[config.mk]
export PLATFORM = sky130hd
export DESIGN_NAME = jtframe_cen_monitor
export DESIGN_NICKNAME = d
export VERILOG_FILES = /design/src/rtl/jtframe_cen_monitor.sv
export SDC_FILE = /design/constraint.sdc
export NUM_CORES = 1
export LEC_CHECK = 0
export CAP_MARGIN = 25
export CORE_MARGIN = 1.5
export CORE_UTILIZATION = 50
export CTS_CLUSTER_SIZE = 20
export DETAILED_ROUTE_END_ITERATION = 7
export GPL_TIMING_DRIVEN = 1
export PLACE_DENSITY = 0.66
export SLEW_MARGIN = 15
export SYNTH_ARGS = -nofsm -noshare
export SYNTH_HDL_FRONTEND = slang
export SYNTH_SLANG_ARGS = --single-unit
[constraint.sdc]
create_clock -name clk -period 5.6 [get_ports clk]
set_input_delay 1.12 -clock clk [delete_from_list [all_inputs] [get_ports clk]]
set_output_delay 1.12 -clock clk [all_outputs]
set_load 0.02 [all_outputs]
[src/rtl/jtframe_cen_monitor.sv]
// Receive-side checker for a fractional clock-enable stream: measures pulses per
// window of (m<<K) base ticks and flags pulse-to-pulse gaps outside floor/ceil(m/n).
module jtframe_cen_monitor #(
  parameter int K   = 4,
  parameter int TOL = 2,
  parameter int CW  = 16
) (
  input  logic          clk,
  input  logic          rst,
  input  logic          enable,
  input  logic          cen_in,
  input  logic          cen,
  input  logic [9:0]    n,
  input  logic [9:0]    m,
  output logic [CW-1:0] meas_cnt,
  output logic          meas_valid,
  output logic          rate_ok,
  output logic          too_fast,
  output logic          too_slow,
  output logic          gap_err,
  output logic          cfg_err
);

  localparam int GW = 12;
  localparam logic [CW+1:0] TOL_W = (CW+2)'(TOL);

  typedef enum logic [1:0] {IDLE, ARM, MEASURE, REPORT} state_t;

  state_t state, state_next;

  logic [9:0]    n_r, m_r, n_d, m_d;
  logic          cfg_valid;
  logic          cfg_bad, cfg_ok, cfg_chg;

  logic [CW-1:0] tick, cnt, cnt_next, win_len;
  logic          win_end;

  logic [GW-1:0] gacc, gacc_next, gacc_sat;
  logic [GW:0]   g_ext, n_ext, m_ext, gacc_sum;
  logic          gap_long, gap_short, gap_hit, gap_flag;

  logic [CW+1:0] cnt_w, exp_w;
  logic          fast_now, slow_now;

  logic          arm_start, run, load;

  // cfg_valid keeps cfg_err low until n/m have been captured at least once after reset
  always_ff @(posedge clk) begin
    if (rst) begin
      n_r       <= '0;
      m_r       <= '0;
      n_d       <= '0;
      m_d       <= '0;
      cfg_valid <= 1'b0;
    end else begin
      n_r       <= n;
      m_r       <= m;
      n_d       <= n_r;
      m_d       <= m_r;
      cfg_valid <= 1'b1;
    end
  end

  assign cfg_bad = (n_r == 10'd0) || (m_r == 10'd0) || (n_r > m_r);
  assign cfg_ok  = cfg_valid && !cfg_bad;
  assign cfg_chg = (n_r != n_d) || (m_r != m_d);
  assign cfg_err = cfg_valid && cfg_bad;

  assign win_len  = CW'(m_r) << K;
  assign win_end  = cen_in && (tick == win_len - CW'(1));
  assign cnt_next = (cen && (cnt != '1)) ? cnt + CW'(1) : cnt;

  // gacc holds g*n for the gap in progress; compared before this clock's tick is added
  assign g_ext     = {1'b0, gacc};
  assign n_ext     = (GW+1)'(n_r);
  assign m_ext     = (GW+1)'(m_r);
  assign gacc_sum  = g_ext + n_ext;
  assign gacc_sat  = gacc_sum[GW] ? '1 : gacc_sum[GW-1:0];
  assign gap_long  = g_ext >= (m_ext + n_ext);
  assign gap_short = (g_ext + n_ext) <= m_ext;
  assign gap_hit   = cen && (gap_long || gap_short);

  always_comb begin
    gacc_next = gacc;
    if (cen)
      gacc_next = cen_in ? GW'(n_r) : '0;
    else if (cen_in)
      gacc_next = gacc_sat;
  end

  assign cnt_w    = (CW+2)'(cnt_next);
  assign exp_w    = (CW+2)'(n_r) << K;
  assign fast_now = cnt_w > (exp_w + TOL_W);
  assign slow_now = (cnt_w + TOL_W) < exp_w;

  always_ff @(posedge clk) begin
    if (rst) state <= IDLE;
    else     state <= state_next;
  end

  // Losing enable or a valid config abandons the window; a config change re-arms it
  always_comb begin
    state_next = state;
    case (state)
      IDLE: begin
        if (enable && cfg_ok) state_next = ARM;
      end
      ARM: begin
        if (!enable || !cfg_ok) state_next = IDLE;
        else if (cfg_chg)       state_next = ARM;
        else if (cen)           state_next = MEASURE;
      end
      MEASURE: begin
        if (!enable || !cfg_ok) state_next = IDLE;
        else if (cfg_chg)       state_next = ARM;
        else if (win_end)       state_next = REPORT;
      end
      REPORT: begin
        if (!enable || !cfg_ok) state_next = IDLE;
        else if (cfg_chg)       state_next = ARM;
        else                    state_next = MEASURE;
      end
      default: state_next = IDLE;
    endcase
  end

  always_comb begin
    meas_valid = (state == REPORT);
    arm_start  = (state == ARM) && (state_next == MEASURE);
    run        = (state == MEASURE) || (state == REPORT);
    load       = (state == MEASURE) && (state_next == REPORT);
  end

  // Results are captured on the final tick so they are already valid while meas_valid is high
  always_ff @(posedge clk) begin
    if (rst) begin
      tick     <= '0;
      cnt      <= '0;
      gacc     <= '0;
      gap_flag <= 1'b0;
      meas_cnt <= '0;
      rate_ok  <= 1'b0;
      too_fast <= 1'b0;
      too_slow <= 1'b0;
      gap_err  <= 1'b0;
    end else if (arm_start) begin
      tick     <= '0;
      cnt      <= CW'(1);
      gacc     <= cen_in ? GW'(n_r) : '0;
      gap_flag <= 1'b0;
    end else if (run) begin
      gacc <= gacc_next;
      if (state == REPORT) begin
        tick     <= '0;
        cnt      <= {{(CW-1){1'b0}}, cen};
        gap_flag <= gap_flag || gap_hit;
      end else begin
        if (cen_in) tick <= tick + CW'(1);
        cnt <= cnt_next;
        if (load) begin
          meas_cnt <= cnt_next;
          too_fast <= fast_now;
          too_slow <= slow_now;
          rate_ok  <= !fast_now && !slow_now;
          gap_err  <= gap_flag || gap_hit;
          gap_flag <= 1'b0;
        end else begin
          gap_flag <= gap_flag || gap_hit;
        end
      end
    end
  end

endmodule
==> results of run 1 <==
==> registers in the layout, summed over array words and instances (netlist names) <==
register,flops
gacc,12
gap_flag,1
m_r,10
m_d,10
state,2
rate_ok,1
tick,16
cfg_valid,1
cnt,16
meas_cnt,16
too_slow,1
gap_err,1
n_r,10
too_fast,1
n_d,10
==> final cells by class <==
| class | instances | area share [%] |
|---|---|---|
| Timing Repair Buffer | 62 | 7.03 |
| Inverter | 55 | 2.52 |
| Clock buffer | 9 | 2.75 |
| Multi-Input combinational cell | 673 | 57.6 |
| Sequential cell | 108 | 26.4 |
| Clock inverter | 7 | 0.947 |
| Tap cell | 180 | 2.75 |
==> worst max-delay path, cell delays in order <==
cell             delay [ps]
clkdlybuf4s50_1         560
and4_1                  280
and2_1                  200
a21oi_1                  90
a41oi_2                 360
nand3_2                 200
nor2_1                  250
xor2_1                  180
ha_1                    260
a21o_1                  180
a21oi_1                 130
nor2b_1                  60
o21ai_0                 130
or4b_2                  600
a311oi_2                280
o32ai_2                 140
==> cell families (layout without fill, tap and decap cells) <==
family / Yosys count / count (layout) / share of synthesized area, %
adders and majority gates: 75 / 75 / 13.1
and+or+nand+nor: 339 / 339 / 24.4
AOI/OAI and AO/OA: 168 / 168 / 16.0
xor gates and xnor gates: 72 / 72 / 8.66
DFF: 108 / 108 / 29.7
buffers and inverters: 91 / 133 / 5.53
muxes: 19 / 19 / 2.63
==> stage by stage <==
| step | hold WS [ps] | util (%) | power [mW] | cell area (um2) |
|---|---|---|---|---|
| floorplan | 453 | - | 0.967 | 7280 |
| CTS | 485 | 58.3 | 1.69 | 8190 |
| global placement | 466 | 56.2 | 1.03 | 7890 |
| detailed placement | 474 | 56.2 | 1.04 | 7890 |
| finish | 487 | 58.3 | 1.68 | 8190 |
| global route | 511 | 58.3 | 1.76 | 8190 |
==> worst min-delay path by stage <==
stage	to	slack [ps]
final	gacc[0]	490
after global routing	gacc[8]	510
after CTS	gacc[0]	490
after detailed placement	gacc[0]	470
after global placement	gacc[0]	470
after floorplan	gacc[0]	450
==> report_power, final <==
group / total [mW] / switching [mW] / internal (mW)
combinational: 0.214 / 0.120 / 0.0942
sequential: 0.810 / 0.0283 / 0.781
clock: 0.654 / 0.337 / 0.317
total: 1.68 / 0.486 / 1.19
==> per-layer routing <==
metal  GRT usage, %  part of all wire, %  vias up
met2           46.9                   49      168
li1               -                    -     3151
met4           9.34                  2.2        0
met3           4.81                  4.6       34
met1           33.3                   45     3064
met5              0                    0        -
==> placed cells by master (no fill, tap or decap), drive strengths merged, types with 15 or more instances in the layout <==
master         synthesis  routed
o21ai                 19      19
a21o                  17      17
clkdlybuf4s50          0      45
nand3                 31      31
inv                   54      57
xor2                  42      42
nand4                 21      21
nor3                  24      24
a21oi                 55      55
xnor2                 30      30
ha                    73      73
buf                   12      17
dfxtp                108     108
nor4                  15      15
nor2                  99      99
mux2i                 18      18
a31oi                 16      16
nor2b                 37      37
nand2                 63      63
==> cell usage after synthesis (all sizes together), types with 3 or more instances <==
| cell type | count | area (um2) |
|---|---|---|
| dfxtp | 108 | 2160 |
| nor2 | 99 | 372 |
| ha | 73 | 913 |
| nand2 | 63 | 239 |
| a21oi | 55 | 279 |
| inv | 54 | 203 |
| xor2 | 42 | 368 |
| nor2b | 37 | 231 |
| nand3 | 31 | 165 |
| xnor2 | 30 | 263 |
| nor3 | 24 | 148 |
| clkbuf | 23 | 106 |
| nand4 | 21 | 138 |
| o21ai | 19 | 95.1 |
| mux2i | 18 | 180 |
| a21o | 17 | 128 |
| a31oi | 16 | 100 |
| nor4 | 15 | 109 |
| a221o | 12 | 121 |
| buf | 12 | 80.1 |
| and4 | 10 | 88.8 |
| and3 | 9 | 56.3 |
| o211ai | 6 | 45.0 |
| and2 | 5 | 31.3 |
| nand2b | 5 | 31.3 |
| o21bai | 5 | 37.5 |
| a211oi | 4 | 35.0 |
| o21a | 4 | 30.0 |
| a2bb2oi | 3 | 26.3 |
| o31ai | 3 | 22.5 |
| or2 | 3 | 18.8 |
| or4 | 3 | 22.5 |
==> reports/qor.yml, run 1 <==
clk-insertion-delay-late_ps: 360
grt_use_total_pct: 26.9
synth_area_um2: 7280
ys_warn_count: 0
seqCellArea_um2: 2160
min-delay-start: "gacc[0]"
status: "finished clean"
ys_seq_area_share_pct: 29.7
core_um2: 14000
rsz0062_at_grt: "no"
die_h_um: 124
reg2reg_depth: 15
final.period_utilization_pct: 85.8
timing.critical_path.to: "rate_ok"
cp.required_ps: 5830
synth.distinct_cells: 81
cts_buffers: 9
worstPathArrival_ps: 5040
instances_no_fill: 1094
critPathKind: "input port to flop"
postSynthCellCount: 872
cts_hold_buf: 0
antenna_cells: 0
synth_ff_type: "dfxtp_1"
multi_input_area_um2: 4720
end_kind: "flop"
reg2reg_from: "cnt[0]"
grt_pass1_wl_um: 31700
synth_edf_count: 0
die_x_um: 124
clock_path_buffers: 2
hold_viol: 0
post-place-ws_ps: 376
io-pin-count: 47
antenna_found_initial: 0
startpoint: "cen"
synth.avg_cell_area_um2: 8.35
clock_skew_ps: 7.04
vias_per_cell: 5.87
drt_iter0_drc: 412
drc_errors: 0
slew_headroom_pct: 39.3
ctsResizeCount: 0
critPathMaxFanout: 6
ys_ff_latch: 108
hold_path_class: "flop to flop"
drt-total-wl_um: 19700
finalMaxSlewViolations: 0
grt_max_degree: 73
port_buffers: 46
p_per_area_nw_per_um2: 205
placementRows: 43
finalSetupTns_ps: 0
areaGrowthSynthToFinish_pct: 12.5
leakage_nw: 3.50
worst_r2r_endpoint: "rate_ok"
worstMarginPinSlew_ps: 907
wl_per_cell_um: 18.0
first_pass_iters: 5
rrSetupSlack_ps: 1220
cts_num_sinks: 108
drv_cap: 0
syn_nets: 972
gp_congestion: 0.927
cts_max_level: 3
post_cts_buffers: 0
fin_crit_ps: 4810
nFillCells: 1295
path_clk_slew_ps: 80
async_flop_share_pct: 0
grt_remaining_overflow: 0
fmax_ghz: 0.208
cts_tree: "done"
finalSetupViolations: 0
holdPathStages: 2
vias: 6417
ant_nets: 0
irDropWorstVdd_uv: 142
finalNetCount: 1009
setup_ws_ps: 794
place_hpwl_um: 14600
grt_pass1_vias: 6202
drive_gt1_share_pct: 6.89
die-area_um2: 15300
root_buffer: "clkbuf_16"
start_kind: "input port"
dp.cells: 1078
start_util_pct: 51.9
Power figures use the tool's default switching activity.
==> inputs of run 2 (changes only) <==
Clock period 5.6 ns to 6 ns, I/O delays scaled along.
==> reports/qor.yml, run 2 (synthesis results as in run 1) <==
status: "finished clean"
cts_num_sinks: 108
worst_r2r_endpoint: "rate_ok"
finalSetupTns_ps: 0
holdPathStages: 2
grt_remaining_overflow: 0
reg2reg_from: "cnt[0]"
antenna_cells: 0
placementRows: 43
cts_buffers: 9
finalMaxSlewViolations: 0
hold_path_class: "flop to flop"
placed_area_um2: 7820
worstMarginPinSlew_ps: 981
worstPathArrival_ps: 5220
start_util_pct: 51.9
slew_headroom_pct: 34.3
timing.critical_path.to: "rate_ok"
mostFrequentLayoutCells: "dfxtp_1 (108), nor2_1 (99), ha_1 (73)"
drive_gt1_share_pct: 5.86
drt-total-wl_um: 19700
cp.required_ps: 6220
busiest_layer: "met2"
start_kind: "input port"
port_buffers: 46
antenna_found_initial: 0
vias_per_cell: 5.87
clock_path_buffers: 2
root_buffer: "clkbuf_16"
fin_area_um2: 8100
internal_power_mw: 1.12
post_cts_buffers: 0
clk-insertion-delay-late_ps: 360
whs_ps: 484
met3_usage_pct: 4.90
grt_use_total_pct: 26.9
place_hpwl_um: 14700
finalSetupViolations: 0
final.period_utilization_pct: 83.2
path_clk_slew_ps: 70
reg2reg_depth: 15
pwr-share-seq_pct: 49.1
die_h_um: 124
power_frac_comb_pct: 13.1
p_per_area_nw_per_um2: 190
drv_cap: 0
die-area_um2: 15300
cts_hold_buf: 0
grt_pass1_wl_um: 31500
fin_crit_ps: 4990
first_pass_iters: 5
critPathMaxFanout: 21
leakage_nw: 3.45
irDropWorstVdd_uv: 121
drt_iter0_drc: 455
vias: 6367
post-place-ws_ps: 639
end_kind: "flop"
power_frac_clock_pct: 37.8
cts_tree: "done"
critPathKind: "input port to flop"
ant_nets: 0
gp_congestion: 0.892
finalNetCount: 1000
startpoint: "cen"
rsz0062_at_grt: "no"
final_common_cell: "dfxtp_1"
switchingPower_mw: 0.423
reg.largest.list: "cnt (16), meas_cnt (16), tick (16)"
cts_max_level: 3
clock_skew_ps: 10.3
areaGrowthSynthToFinish_pct: 11.3
switching_share_pct: 27.5
grtUsageMet2_pct: 46.7
rrSetupSlack_ps: 1560
grt_pass1_vias: 6230
die_x_um: 124
core_um2: 14000
wl_per_cell_um: 18.1
setup_ws_ps: 1010
grt_max_degree: 73
grt_use_met1_pct: 32.4
hold_viol: 0
fmax_ghz: 0.200
drc_errors: 0
ctsResizeCount: 0
io-pin-count: 47
==> run 2: cell types whose count changed in the layout (fill, tap and decap cells not counted), sizes merged <==
| cell | previous run | this run |
|---|---|---|
| clkinvlp | 1 | 0 |
| inv | 57 | 56 |
| buf | 17 | 8 |
| clkbuf | 9 | 11 |
==> run 2: routing by layer <==
layer | part of all wire [%] | up-vias
met3 | 4.3 | 53
met2 | 48 | 175
met1 | 44 | 3002
li1 | - | 3137
met5 | 0 | -
met4 | 3.5 | 0
==> run 2: final cells by class <==
class	count	area [um2]
Multi-Input combinational cell	673	4720
Inverter	55	206
Timing Repair Buffer	53	508
Clock inverter	5	42.5
Tap cell	180	225
Fill cell	1313	5940
Clock buffer	11	243
Sequential cell	108	2160
==> run 2: power groups by stage <==
stage	logic, mW	registers, mW	clock network (mW)
finish	0.201	0.755	0.582
global placement	0.191	0.771	0
detailed placement	0.198	0.772	0
floorplan	0.143	0.759	0
global route	0.223	0.757	0.622
CTS	0.200	0.755	0.602
==> run 2: worst min path at each step <==
stage / slack (ps) / startpoint / endpoint
2_1_floorplan: 450 / gacc[0] / gacc[0]
6_report: 480 / gacc[0] / gacc[0]
5_1_grt: 500 / gacc[0] / gacc[0]
3_3_place_gp: 470 / gacc[0] / gacc[0]
4_1_cts: 480 / gacc[0] / gacc[0]
3_5_place_dp: 470 / gacc[0] / gacc[0]
==> run 2: critical path, cell delays in order <==
cell and delay [ps]:
clkdlybuf4s50_1 520, buf_4 290, a21oi_1 110, a21oi_1 390, o311a_1 330, nand3_2 150
nor2_1 260, xor2_1 170, ha_1 250, a21o_1 180, a21oi_1 140, nor2b_1 60
o21ai_0 130, or4b_2 610, a311oi_2 260, o32ai_2 140
==> run 2: stage by stage <==
step                utilization (%)  total power, mW  cells
floorplan                         -            0.902    872
global placement               55.6            0.963   1068
detailed placement             55.7            0.970   1069
CTS                            57.7             1.56   1085
global route                   57.7             1.60   1085
finish                         57.7             1.54   1085
